**config.mk**
```make
export PLATFORM = sky130hd
export DESIGN_NAME = frankie_control
export DESIGN_NICKNAME = d
export VERILOG_FILES = /design/src/rtl/frankie_pkg.sv /design/src/rtl/frankie_ctrl_decode.sv /design/src/rtl/frankie_control.sv
export SDC_FILE = /design/constraint.sdc
export NUM_CORES = 1
export LEC_CHECK = 0
export ABC_AREA = 0
export BUFFER_PORTS_ARGS = -buffer_cell sky130_fd_sc_hd__buf_2
export CAP_MARGIN = 0
export CORE_MARGIN = 2
export CORE_UTILIZATION = 47
export CTS_BUF_LIST = sky130_fd_sc_hd__clkbuf_2
export DETAILED_ROUTE_END_ITERATION = 16
export PLACE_DENSITY = 0.82
export REMOVE_ABC_BUFFERS = 1
export SYNTH_ARGS = -nofsm -noshare
export SYNTH_HDL_FRONTEND = slang
export SYNTH_SLANG_ARGS = --single-unit
```
**constraint.sdc**
```tcl
create_clock -name clock -period 3.2 [get_ports clock]
set_clock_uncertainty 0.1 [all_clocks]
set_input_delay 0.8 -clock clock [delete_from_list [all_inputs] [get_ports clock]]
set_output_delay 0.8 -clock clock [all_outputs]
set_load 0.01 [all_outputs]
```
**src/rtl/frankie_pkg.sv**
```systemverilog
// Shared encodings for the Frankie multicycle control unit: opcodes, FSM
// states, datapath select codes and the instruction classes produced by
// the opcode decoder.
package frankie_pkg;

    // Opcode field values, inst[15:12]; 4'hE is undefined
    localparam logic [3:0] OP_LI   = 4'h0;
    localparam logic [3:0] OP_ADDI = 4'h1;
    localparam logic [3:0] OP_ADD  = 4'h2;
    localparam logic [3:0] OP_SUB  = 4'h3;
    localparam logic [3:0] OP_LUI  = 4'h4;
    localparam logic [3:0] OP_ORI  = 4'h5;
    localparam logic [3:0] OP_PUSH = 4'h6;
    localparam logic [3:0] OP_POP  = 4'h7;
    localparam logic [3:0] OP_LW   = 4'h8;
    localparam logic [3:0] OP_SW   = 4'h9;
    localparam logic [3:0] OP_JAL  = 4'hA;
    localparam logic [3:0] OP_JR   = 4'hB;
    localparam logic [3:0] OP_BEQZ = 4'hC;
    localparam logic [3:0] OP_MOV  = 4'hD;
    localparam logic [3:0] OP_HALT = 4'hF;

    // FSM states, visible on the debug state output
    localparam logic [2:0] ST_FETCH  = 3'd0;
    localparam logic [2:0] ST_DECODE = 3'd1;
    localparam logic [2:0] ST_EXEC   = 3'd2;
    localparam logic [2:0] ST_MEM    = 3'd3;
    localparam logic [2:0] ST_WB     = 3'd4;
    localparam logic [2:0] ST_HALT   = 3'd5;

    // ALU operation codes
    localparam logic [2:0] ALU_ADD    = 3'd0;
    localparam logic [2:0] ALU_SUB    = 3'd1;
    localparam logic [2:0] ALU_OR     = 3'd2;
    localparam logic [2:0] ALU_PASS_B = 3'd3;

    // Register file destination select
    localparam logic [1:0] DST_MARY    = 2'd0;
    localparam logic [1:0] DST_SHELLEY = 2'd1;
    localparam logic [1:0] DST_RA      = 2'd2;
    localparam logic [1:0] DST_SP      = 2'd3;

    // Register file write-back source select
    localparam logic [1:0] WB_ALU = 2'd0;
    localparam logic [1:0] WB_MEM = 2'd1;
    localparam logic [1:0] WB_IMM = 2'd2;
    localparam logic [1:0] WB_PC  = 2'd3;

    // Next-PC source select
    localparam logic [1:0] PC_INC = 2'd0;
    localparam logic [1:0] PC_ALU = 2'd1;
    localparam logic [1:0] PC_RA  = 2'd2;

    // ALU B operand select
    localparam logic [1:0] SRCB_REG = 2'd0;
    localparam logic [1:0] SRCB_IMM = 2'd1;
    localparam logic [1:0] SRCB_ONE = 2'd2;

    // Instruction classes: opcodes that sequence identically share a class
    localparam logic [3:0] CLS_IMM     = 4'd0;
    localparam logic [3:0] CLS_MOV     = 4'd1;
    localparam logic [3:0] CLS_ALU     = 4'd2;
    localparam logic [3:0] CLS_LOAD    = 4'd3;
    localparam logic [3:0] CLS_STORE   = 4'd4;
    localparam logic [3:0] CLS_PUSH    = 4'd5;
    localparam logic [3:0] CLS_POP     = 4'd6;
    localparam logic [3:0] CLS_JAL     = 4'd7;
    localparam logic [3:0] CLS_JR      = 4'd8;
    localparam logic [3:0] CLS_BEQZ    = 4'd9;
    localparam logic [3:0] CLS_HALT    = 4'd10;
    localparam logic [3:0] CLS_ILLEGAL = 4'd11;

endpackage

```
**src/rtl/frankie_ctrl_decode.sv**
```systemverilog
// Combinational opcode-to-class decoder for the Frankie control FSM.
module frankie_ctrl_decode
    import frankie_pkg::*;
#(
    parameter int OPCODE_W = 4
) (
    input  logic [OPCODE_W-1:0] opcode,
    output logic [3:0]          cls
);

    logic [3:0] op4;
    assign op4 = opcode[3:0];

    // Group opcodes by how the FSM has to sequence them
    always_comb begin
        cls = CLS_ILLEGAL;
        case (op4)
            OP_LI, OP_LUI:                 cls = CLS_IMM;
            OP_MOV:                        cls = CLS_MOV;
            OP_ADDI, OP_ADD, OP_SUB, OP_ORI: cls = CLS_ALU;
            OP_LW:                         cls = CLS_LOAD;
            OP_SW:                         cls = CLS_STORE;
            OP_PUSH:                       cls = CLS_PUSH;
            OP_POP:                        cls = CLS_POP;
            OP_JAL:                        cls = CLS_JAL;
            OP_JR:                         cls = CLS_JR;
            OP_BEQZ:                       cls = CLS_BEQZ;
            OP_HALT:                       cls = CLS_HALT;
            default:                       cls = CLS_ILLEGAL;
        endcase
    end

endmodule

```
**src/rtl/frankie_control.sv**
```systemverilog
// Multicycle control FSM for the Frankie core. Sequences
// fetch/decode/execute/memory/writeback and drives every datapath strobe.
// Optional build macro FRANKIE_CTRL_STALL_EN adds the mem_ready port and
// lets FETCH and MEM wait for a slow memory.
module frankie_control
    import frankie_pkg::*;
#(
    parameter int OPCODE_W = 4,
    parameter int ALUOP_W  = 3
) (
    input  logic                clock,
    input  logic                reset,
    input  logic [OPCODE_W-1:0] opcode,
    input  logic                zero,
`ifdef FRANKIE_CTRL_STALL_EN
    input  logic                mem_ready,
`endif
    output logic                pc_write,
    output logic [1:0]          pc_src,
    output logic                ir_write,
    output logic                iord,
    output logic                mem_read,
    output logic                mem_write,
    output logic [1:0]          alu_src_b,
    output logic [ALUOP_W-1:0]  alu_op,
    output logic                reg_write,
    output logic [1:0]          reg_dst,
    output logic [1:0]          wb_src,
    output logic [2:0]          state,
    output logic                halted,
    output logic                illegal
);

    logic [2:0] state_q;
    logic [2:0] next_state;
    logic       illegal_q;
    logic       set_illegal;
    logic [3:0] cls;
    logic       ready;
    logic [3:0] op4;

    logic       pc_write_c, ir_write_c, iord_c, mem_read_c, mem_write_c, reg_write_c;
    logic [1:0] pc_src_c, alu_src_b_c, reg_dst_c, wb_src_c;
    logic [2:0] alu_op_c;
    logic [1:0] alu_b_sel;
    logic [2:0] alu_sel;

`ifdef FRANKIE_CTRL_STALL_EN
    assign ready = mem_ready;
`else
    assign ready = 1'b1;
`endif

    assign op4 = opcode[3:0];

    frankie_ctrl_decode #(.OPCODE_W(OPCODE_W)) u_decode (
        .opcode (opcode),
        .cls    (cls)
    );

    // ALU operand and operation for the register/immediate arithmetic group
    always_comb begin
        alu_b_sel = SRCB_REG;
        alu_sel   = ALU_ADD;
        case (op4)
            OP_ADDI: begin alu_b_sel = SRCB_IMM; alu_sel = ALU_ADD; end
            OP_ADD:  begin alu_b_sel = SRCB_REG; alu_sel = ALU_ADD; end
            OP_SUB:  begin alu_b_sel = SRCB_REG; alu_sel = ALU_SUB; end
            OP_ORI:  begin alu_b_sel = SRCB_IMM; alu_sel = ALU_OR;  end
            default: begin alu_b_sel = SRCB_REG; alu_sel = ALU_ADD; end
        endcase
    end

    // Next-state and raw strobe decode from current state and instruction class
    always_comb begin
        next_state  = state_q;
        set_illegal = 1'b0;
        pc_write_c  = 1'b0;
        pc_src_c    = PC_INC;
        ir_write_c  = 1'b0;
        iord_c      = 1'b0;
        mem_read_c  = 1'b0;
        mem_write_c = 1'b0;
        alu_src_b_c = SRCB_REG;
        alu_op_c    = ALU_ADD;
        reg_write_c = 1'b0;
        reg_dst_c   = DST_MARY;
        wb_src_c    = WB_ALU;
        case (state_q)
            ST_FETCH: begin
                mem_read_c = 1'b1;
                ir_write_c = ready;
                pc_write_c = ready;
                if (ready) next_state = ST_DECODE;
            end
            ST_DECODE: begin
                case (cls)
                    CLS_IMM, CLS_MOV: next_state = ST_WB;
                    CLS_HALT:         next_state = ST_HALT;
                    CLS_ILLEGAL: begin
                        set_illegal = 1'b1;
                        next_state  = ST_FETCH;
                    end
                    default:          next_state = ST_EXEC;
                endcase
            end
            ST_EXEC: begin
                next_state = ST_FETCH;
                case (cls)
                    CLS_ALU: begin
                        alu_src_b_c = alu_b_sel;
                        alu_op_c    = alu_sel;
                        next_state  = ST_WB;
                    end
                    CLS_LOAD, CLS_STORE: begin
                        alu_src_b_c = SRCB_IMM;
                        next_state  = ST_MEM;
                    end
                    CLS_PUSH, CLS_POP: begin
                        alu_src_b_c = SRCB_ONE;
                        alu_op_c    = (cls == CLS_PUSH) ? ALU_SUB : ALU_ADD;
                        reg_write_c = 1'b1;
                        reg_dst_c   = DST_SP;
                        next_state  = ST_MEM;
                    end
                    CLS_JAL: begin
                        alu_src_b_c = SRCB_IMM;
                        pc_write_c  = 1'b1;
                        pc_src_c    = PC_ALU;
                        reg_write_c = 1'b1;
                        reg_dst_c   = DST_RA;
                        wb_src_c    = WB_PC;
                    end
                    CLS_JR: begin
                        pc_write_c = 1'b1;
                        pc_src_c   = PC_RA;
                    end
                    CLS_BEQZ: begin
                        alu_src_b_c = SRCB_IMM;
                        pc_src_c    = PC_ALU;
                        pc_write_c  = zero;
                    end
                    default: next_state = ST_FETCH;
                endcase
            end
            ST_MEM: begin
                iord_c = 1'b1;
                if (cls == CLS_LOAD || cls == CLS_POP) begin
                    mem_read_c = 1'b1;
                    if (ready) next_state = ST_WB;
                end else begin
                    mem_write_c = 1'b1;
                    if (ready) next_state = ST_FETCH;
                end
            end
            ST_WB: begin
                reg_write_c = 1'b1;
                next_state  = ST_FETCH;
                case (cls)
                    CLS_IMM: wb_src_c = WB_IMM;
                    CLS_MOV: alu_op_c = ALU_PASS_B;
                    CLS_ALU: begin
                        alu_src_b_c = alu_b_sel;
                        alu_op_c    = alu_sel;
                    end
                    CLS_LOAD, CLS_POP: wb_src_c = WB_MEM;
                    default: wb_src_c = WB_ALU;
                endcase
            end
            ST_HALT: next_state = ST_HALT;
            default: next_state = ST_FETCH;
        endcase
    end

    // State register and sticky illegal-opcode flag, synchronous active-low reset
    always_ff @(posedge clock) begin
        if (!reset) begin
            state_q   <= ST_FETCH;
            illegal_q <= 1'b0;
        end else begin
            state_q <= next_state;
            if (set_illegal) illegal_q <= 1'b1;
        end
    end

    assign pc_write  = reset & pc_write_c;
    assign pc_src    = reset ? pc_src_c : 2'd0;
    assign ir_write  = reset & ir_write_c;
    assign iord      = reset & iord_c;
    assign mem_read  = reset & mem_read_c;
    assign mem_write = reset & mem_write_c;
    assign alu_src_b = reset ? alu_src_b_c : 2'd0;
    assign alu_op    = reset ? ALUOP_W'(alu_op_c) : '0;
    assign reg_write = reset & reg_write_c;
    assign reg_dst   = reset ? reg_dst_c : 2'd0;
    assign wb_src    = reset ? wb_src_c : 2'd0;
    assign state     = state_q;
    assign halted    = (state_q == ST_HALT);
    assign illegal   = illegal_q;

endmodule

```
==> impl_metrics.yaml, run 1 <==
detailed_routing:
  via_count: 1175
  wl_per_cell_um: 17.2
  wl_um: 3330
  drt_iter0_drc: 87
  dr.pass1.iters: 5
  drtAntennaViolNets: 0
  drc: 0
  routed_via_density: 6.09
setup_path:
  start_kind: "input port"
  rr_worst_depth: 4
  worstPathRequired_ns: 2.30
  path_buf_inv: 3
  slowest_delay_ns: 0.26
  slowest_stage: "a32o_2"
  crit_path_cell_trace: "buf_12 > inv_6 > ha_4 > or2_4 > a32o_2 > a211oi_2 > o2111ai_1 > a21oi_1 > buf_2"
  critPathMaxFanout: 5
  endpoint_kind: "output pin"
  critical_path_class: "input port to output pin"
  worstPathArrival_ns: 2.32
  path_delay_family: "compound AO/OA/AOI/OAI gates"
  r2r-end: "state[2]"
  r2r-start: "state[1]"
  r2r_setup_slack_ns: 1.66
logic_synthesis:
  synthMuxAreaShare_pct: 6.82
  synth_top_family_by_area: "simple AND/OR/NAND/NOR gates"
  synth_edf_count: 0
  synth_compound_area_share_pct: 31.7
  synth_cell_type_count: 56
  synth.area.top_cells: "dfxtp_1 (8.7%), buf_6 (6.1%), ha_1 (5.5%)"
  async_flop_share_pct: 0
  yosys.area_share.xor_xnor_pct: 0
  syn_avg_cell_area_sq_um: 7.91
  yosysWarnings: 0
  netlist_area_sq_um: 917
  synth_seq_cells: 4
  synthCells: 116
  synthSimpleGateAreaFrac_pct: 35.3
  yosysSeqAreaShare_pct: 8.73
  yosysTopAreaCell: "dfxtp_1"
  synthAdderAreaFrac_pct: 5.46
  ys.flop_type: "dfxtp_1"
  synth_top_area_share_pct: 8.73
floorplan:
  start_util_pct: 51.4
  die_area_sq_mm: 0.00232
  core_sq_mm: 0.00178
  die-width_um: 48.2
  dieHeight_um: 48.2
  row_count: 15
  pin_count: 29
clock_network:
  cts_root_buffer: "clkbuf_2"
  cts_buffer_depth: 2
  htreeDepth: 1
  cts_tree: "built"
  cts_buffers: 3
  clkTransAtPathRegs_ns: 0.05
  clk_latency_ns: 0.22
  cts_hold_buf: 0
  cts_sinks: 4
sta:
  setup_violations: 1
  finalWorstSetupSlack_ns: -0.0166
  slew_viol_final: 0
  clock.fmax_ghz: 0.311
  fin_crit_sh_pct: 101
  rsz0062_at_grt: "true"
  post-route-min-period_ns: 3.22
  hold_viol_final: 0
  totalNegativeSetupSlack_ns: -0.0166
layout:
  area_growth_pct: 50.2
  nets: 181
  finalInstanceArea_sq_mm: 0.00138
  num-fill-cells: 120
  drive_gt1_share_pct: 56.0
  final_util_pct: 77.3
  diodes: 0
global_routing:
  track_usage_pct: 26.4
  antenna_found_initial: 0
  gr-total-overflow: 0
  grt_max_degree: 18
  grt_pass1_vias: 990
  grt_pass1_wl_um: 4300
placed_design:
  dp_hpwl_um: 2020
  pre_cts_ws_ns: -0.194
  dpl-instance-area_sq_mm: 0.00117
  io_buffers: 27
  gp_congestion: 0.922
worst_hold_path:
  whs_path_depth: 2
  hold_start: "illegal"
  hold_class: "flop to flop"
  holdPathEnd: "illegal"
power_and_ir_drop:
  leakage_nw: 0.628
  max-vdd-ir-drop_mv: 0.239
  p_per_area_mw_per_mm2: 260
job:
  drv_cap: 0
run_status:
  violations: "setup timing"
  outcome: "finished with violations"
## per-stage QoR
stage / power (mW) / hold WS [ns] / instances
after global routing: 0.380 / 0.478 / 193
after detailed placement: 0.263 / 0.398 / 183
after CTS: 0.323 / 0.411 / 187
after global placement: 0.258 / 0.374 / 183
final: 0.359 / 0.437 / 193
after floorplan: 0.181 / 0.427 / 108
## placed cells by master (no fill, tap or decap), types with 2 or more instances in the layout
master,instances
a211oi_2,2
a21oi_1,7
a31oi_1,3
and2_4,2
and3_1,2
buf_2,24
buf_4,26
buf_6,3
buf_8,2
clkbuf_2,3
dfxtp_1,4
ha_4,3
inv_1,3
mux2i_4,2
nand2_1,7
nand2_4,2
nand3_1,5
nand4_1,4
nor2_1,9
nor2b_1,4
nor3_1,3
nor4_1,2
o21a_1,3
o21ai_0,3
o21ai_2,2
or2_2,2
## metal layers
| layer | share of wire [%] | routed length (um) | track usage [%] | vias to the layer above |
|---|---|---|---|---|
| met3 | 10 | 340 | 5.56 | 20 |
| met4 | 3.6 | 121 | 9.73 | 0 |
| met1 | 37 | 1230 | 30.7 | 526 |
| met2 | 49 | 1630 | 47.1 | 90 |
| met5 | 0 | 0 | 0 | - |
| li1 | - | - | - | 539 |
## area by class of cell
class	instances	area (sq um)	area share, %
clock buffers	3	15.0	1.09
multi-input cells	99	813	59.0
inverters	5	31.3	2.27
repair buffers	57	407	29.5
well taps	25	31.3	2.27
flip-flops and latches	4	80.1	5.81
## worst max path at each step
stage | start | endpoint | cells past startpoint
floorplan | opcode[0] | mem_read | 7
global placement | opcode[1] | alu_src_b[0] | 9
detailed placement | opcode[0] | mem_read | 9
CTS | opcode[1] | alu_src_b[0] | 9
global route | opcode[1] | alu_src_b[0] | 9
finish | opcode[1] | alu_src_b[0] | 9
## where the power goes
part	switching (mW)	internal [mW]
registers	0.0155	0.0564
clock network	0.0226	0.0252
logic	0.127	0.111
total	0.165	0.193
## repair_timing
| item | in CTS | in global routing |
|---|---|---|
| endpoints found under the setup margin | 9 | 10 |
| buffers inserted | 1 | 6 |
| gates resized for setup | 22 | 13 |
| pin swaps | 11 | 6 |
| gates cloned | 0 | 0 |
## sequential cells by signal, indices dropped and copies added, names as in the netlist
signal	flops
illegal	1
state	3
## cell families (layout without fill, tap and decap cells)
| family | count (synthesis) | after routing |
|---|---|---|
| buffers and inverters | 13 | 65 |
| DFF | 4 | 4 |
| other | 1 | 1 |
| and+or+nand+nor | 54 | 54 |
| AOI/OAI and AO/OA | 36 | 36 |
| muxes | 4 | 4 |
| adders and majority gates | 4 | 4 |
## Yosys cell counts, types with 3 or more instances
cell,instances
dfxtp_1,4
nor3_1,3
buf_6,5
nor2_1,9
nand2_1,8
a31oi_1,3
o21a_1,3
ha_1,4
nand3_1,5
a21oi_1,7
nand4_1,4
inv_1,5
o21ai_0,3
nor2b_1,4
## worst register-to-register path: cells and delay by family, from the launching register on
kind	cells	cell delay, ns
simple gates	1	0.18
flops	1	0.52
buf+inv	1	0.17
compound gates	2	0.45
No activity file was read; power rests on OpenSTA's default activity.
==> inputs of run 2 (changes only) <==
- CORE_MARGIN: 2 -> 5
==> run 2 against run 1 <==
Compared with the run above: non-clock buffer count rose by 11; clock power up 9.6%; fmax fell by 2.3%; critical path depth is the same; cell count rose by 6.7%; combinational power up 11%; the run still ends with setup timing left; total power increased by 9.0%; hold slack better by 0.035 ns; register-to-register slack got worse by 0.08 ns; sequential share of layout area shrank 0.39 points; sequential power about the same.
==> impl_metrics.yaml, run 2 (synthesized netlist as in run 1, its figures left out) <==
power_and_ir_drop:
  leakage_nw: 0.675
  max-vdd-ir-drop_mv: 0.261
  p_per_area_mw_per_mm2: 264
sta:
  max_slew_margin_pct: 60.8
  rsz0062_at_grt: "true"
  slew_viol_final: 0
  finalWorstSetupSlack_ns: -0.0908
  hold_viol_final: 0
  setup_violations: 9
  post-route-min-period_ns: 3.29
  clock.fmax_ghz: 0.304
  fin_crit_sh_pct: 103
  worst_pin_slew_ns: 0.588
clock_network:
  cts_sinks: 4
  clkTransAtPathRegs_ns: 0.06
  cts_buffer_depth: 2
  cts_root_buffer: "clkbuf_2"
  htreeDepth: 1
  cts_tree: "built"
  cts_buffers: 3
  clk_latency_ns: 0.23
setup_path:
  slowest_stage: "nor3b_4"
  cp-startpoint: "opcode[1]"
  rr_worst_depth: 4
  worstPathArrival_ns: 2.39
  start_kind: "input port"
  critical_path_class: "input port to output pin"
  path_depth: 9
  slowest_delay_ns: 0.31
  critPathMaxFanout: 4
  crit_path_cell_trace: "buf_8 > buf_6 > ha_4 > and2b_4 > nor3b_4 > o21ai_2 > and2_4 > o32ai_2 > buf_2"
  path_delay_family: "simple AND/OR/NAND/NOR gates"
  worstPathRequired_ns: 2.30
  path_buf_inv: 3
  r2r-start: "state[1]"
  endpoint_kind: "output pin"
layout:
  diodes: 0
  drive_gt1_share_pct: 60.3
  area_growth_pct: 61.1
  nets: 192
  finalInstanceArea_sq_mm: 0.00148
  largest_reg_flops: 3
  num-fill-cells: 111
  regArea_sq_um: 80.1
  final_cell_mix: "buf_4 (37), buf_2 (24), nor2_1 (8)"
  final_common_cell: "buf_4"
  multiInputGateArea_sq_um: 840
global_routing:
  grt_pass1_wl_um: 5160
  track_usage_pct: 23.8
  grt_max_degree: 17
  gr-total-overflow: 0
  grt_pass1_vias: 1135
  antenna_found_initial: 0
placed_design:
  dpl-instance-area_sq_mm: 0.00119
  gp_congestion: 0.932
  dp_hpwl_um: 2200
  io_buffers: 27
  pre_cts_ws_ns: -0.200
run_status:
  violations: "setup timing"
  outcome: "finished with violations"
detailed_routing:
  routed_via_density: 6.26
  dr.pass1.iters: 4
  drtAntennaViolNets: 0
  wl_um: 3930
  drt_iter0_drc: 86
  wl_per_cell_um: 19.1
  via_count: 1290
  drc: 0
worst_hold_path:
  hold_class: "flop to flop"
  hold_start: "illegal"
  whs_path_depth: 2
floorplan:
  die-width_um: 54.2
  row_count: 16
  start_util_pct: 48.2
  core_sq_mm: 0.00190
  pin_count: 29
  dieHeight_um: 54.2
  die_area_sq_mm: 0.00293
job:
  drv_cap: 0
## run 2: repair_timing
| item | in CTS | in global routing |
|---|---|---|
| endpoints found under the setup margin | 12 | 13 |
| pin swaps | 9 | 5 |
| setup buffers | 13 | 3 |
| hold buffers | 0 | 0 |
| resized for setup | 23 | 14 |
## run 2: where the power goes
part | switching [mW] | internal [mW] | leakage, nW | total, mW
Combinational | 0.141 | 0.125 | 0.629 | 0.266
Clock | 0.0271 | 0.0253 | 0.0125 | 0.0524
Sequential | 0.0159 | 0.0563 | 0.0328 | 0.0722
## run 2: worst min-delay path, cell delays in order, from the launching register on
cell and delay (ns):
dfxtp_1 0.34, a31oi_1 0.05, nor2b_1 0.13
## run 2: routing by layer
layer	global-route usage (%)	share of wire [%]	vias up	routed length (um)
met5	0	0	-	0
met4	12.4	6.8	0	267
met3	4.71	10	37	410
met2	41.6	46	119	1810
met1	26.8	37	574	1430
li1	-	-	560	-
## run 2: layout make-up
type                    count  area share [%]
repair buffers             68            32.5
flip-flops and latches      4            5.42
clock buffers               3            1.02
well taps                  27            2.29
inverters                   5            1.95
multi-input cells          99            56.8
## run 2: per-stage QoR
| step | util (%) | setup TNS, ns | power (mW) | hold WS [ns] | cells |
|---|---|---|---|---|---|
| final | 77.7 | -0.426 | 0.391 | 0.472 | 206 |
| after global routing | 77.7 | -1.13 | 0.410 | 0.499 | 206 |
| after CTS | 73.6 | -0.142 | 0.348 | 0.425 | 203 |
| after detailed placement | 62.4 | -0.909 | 0.268 | 0.412 | 187 |
| after global placement | 62.4 | -0.501 | 0.260 | 0.377 | 187 |
| after floorplan | - | -0.0148 | 0.181 | 0.427 | 108 |
## run 2: worst paths after layout
path,endpoint,slack (ns)
worst max register to register,state[2],1.58
worst min-delay path,illegal,0.47
worst min register to register,illegal,0.47
worst max-delay path,mem_read,-0.09
==> inputs of run 3 (changes only) <==
- SETUP_SLACK_MARGIN: not set -> 0.05
- SLEW_MARGIN: not set -> 20
==> run 3 against run 2 <==
Compared with the run above: the flow still finishes with violations (setup timing); via count is 6.7% higher; critical endpoint is now alu_src_b[0]; utilization is 7.0 points higher; flip-flop and latch count stayed put; worst setup slack worse by 0.041 ns; sequential power is 2% lower; non-clock buffer count is 8 higher; design area is 9.1% higher; total power is 7.0% higher; routed wire length is 11% higher; fmax is 1.2% lower; hold slack worse by 0.027 ns; die area stayed put.
==> impl_metrics.yaml, run 3 (synthesized netlist as in run 1, its figures left out) <==
power_and_ir_drop:
  max-vdd-ir-drop_mv: 0.275
  p_per_area_mw_per_mm2: 259
  leakage_nw: 0.732
  p_total_mw: 0.418
sta:
  setup_violations: 13
  max_slew_margin_pct: 62.3
  finalWorstSetupSlack_ns: -0.132
  holdWs_ns: 0.445
  worst_pin_slew_ns: 0.565
  clock.fmax_ghz: 0.300
  totalNegativeSetupSlack_ns: -0.948
  rsz0062_at_grt: "true"
  fin_crit_sh_pct: 104
  slew_viol_final: 0
  hold_viol_final: 0
  post-route-min-period_ns: 3.33
global_routing:
  antenna_found_initial: 0
  track_usage_pct: 24.4
  grt_max_degree: 17
  grt_pass1_vias: 1119
  gr-total-overflow: 0
  grt_pass1_wl_um: 5260
floorplan:
  dieHeight_um: 54.2
  die_area_sq_mm: 0.00293
  die-width_um: 54.2
  pin_count: 29
  core_sq_mm: 0.00190
  start_util_pct: 48.2
  row_count: 16
detailed_routing:
  dr.pass1.iters: 5
  route.met2.wl_um: 2030
  maxUsedRoutingLayer: "met4"
  via_count: 1376
  met1_length_um: 1640
  drc: 0
  routed_via_density: 6.43
  drtAntennaViolNets: 0
  drt_iter0_drc: 107
  wl_per_cell_um: 20.4
  wl_um: 4370
  wl_met3_um: 437
layout:
  multiInputGateArea_sq_um: 886
  final_cell_mix: "buf_4 (41), buf_2 (24), nand2_1 (6), nor2_1 (6), buf_6 (6)"
  largest_reg_flops: 3
  diodes: 0
  nets: 200
  drive_gt1_share_pct: 65.8
  final_common_cell: "buf_4"
  area_growth_pct: 75.7
  regArea_sq_um: 80.1
  num-fill-cells: 84
clock_network:
  clk_latency_ns: 0.22
  cts_hold_buf: 0
  cts_sinks: 4
  clkTransAtPathRegs_ns: 0.06
  cts_buffer_depth: 2
  htreeDepth: 1
  cts_buffers: 3
  cts_tree: "built"
  cts_root_buffer: "clkbuf_2"
placed_design:
  pre_cts_ws_ns: -0.200
  dp_hpwl_um: 2200
  io_buffers: 27
  gp_congestion: 0.932
setup_path:
  path_buf_inv: 3
  start_kind: "input port"
  worstPathArrival_ns: 2.43
  critPathMaxFanout: 3
  critical_path_class: "input port to output pin"
  path_delay_family: "compound AO/OA/AOI/OAI gates"
  slowest_stage: "a32o_2"
  crit_path_cell_trace: "buf_8 > inv_8 > ha_4 > or2_4 > a32o_2 > a211oi_2 > o2111ai_1 > a21oi_1 > buf_2"
  endpoint_kind: "output pin"
  slowest_delay_ns: 0.28
  worstPathRequired_ns: 2.30
run_status:
  outcome: "finished with violations"
  violations: "setup timing"
job:
  drv_cap: 0
worst_hold_path:
  hold_class: "flop to flop"
[run 3: cell types whose count changed in the layout (fill, tap and decap cells not counted), sizes merged]
cell / before / now
buf: 67 / 75
[run 3: timing repair]
item / in CTS / in global routing
pin swaps: 9 / 19
setup endpoints to repair: 13 / 15
setup buffers: 13 / 11
resized for setup: 25 / 29
[run 3: tightest hold or removal path: cells and delay by family, from the launching register on]
kind	cells	cell delay, ns
and+or+nand+nor	1	0.12
DFF	1	0.34
AOI/OAI and AO/OA	1	0.05
[run 3: layout make-up]
class                   instances  area share (%)
clock buffers                   3           0.932
repair buffers                 76            35.2
multi-input cells              99            55.0
inverters                       5            1.79
well taps                      27            2.10
flip-flops and latches          4            4.97
[run 3: worst paths after layout]
| kind | from | endpoint | slack, ns | cells after the start |
|---|---|---|---|---|
| max | opcode[0] | alu_src_b[0] | -0.13 | 9 |
| min | illegal | illegal | 0.44 | 2 |
| max reg2reg | state[1] | state[2] | 1.59 | 4 |
| min reg2reg | illegal | illegal | 0.44 | 2 |
[run 3: stage by stage]
step                std cells  cell area, sq um  utilization, %
global placement          187              1190            62.4
detailed placement        187              1190            62.4
floorplan                 108               830               -
CTS                       203              1410            74.0
global route              214              1610            84.7
finish                    214              1610            84.7
[run 3: layer usage]
| layer | track usage, % | vias to the layer above |
|---|---|---|
| li1 | - | 574 |
| met1 | 30.1 | 637 |
| met2 | 41.6 | 129 |
| met3 | 3.32 | 36 |
| met4 | 10.4 | 0 |
| met5 | 0 | - |
[run 3: power breakdown]
part           internal [mW]  switching [mW]  leakage (nW)
Combinational          0.140           0.156         0.687
Clock                 0.0253          0.0260        0.0125
Sequential            0.0563          0.0143        0.0328
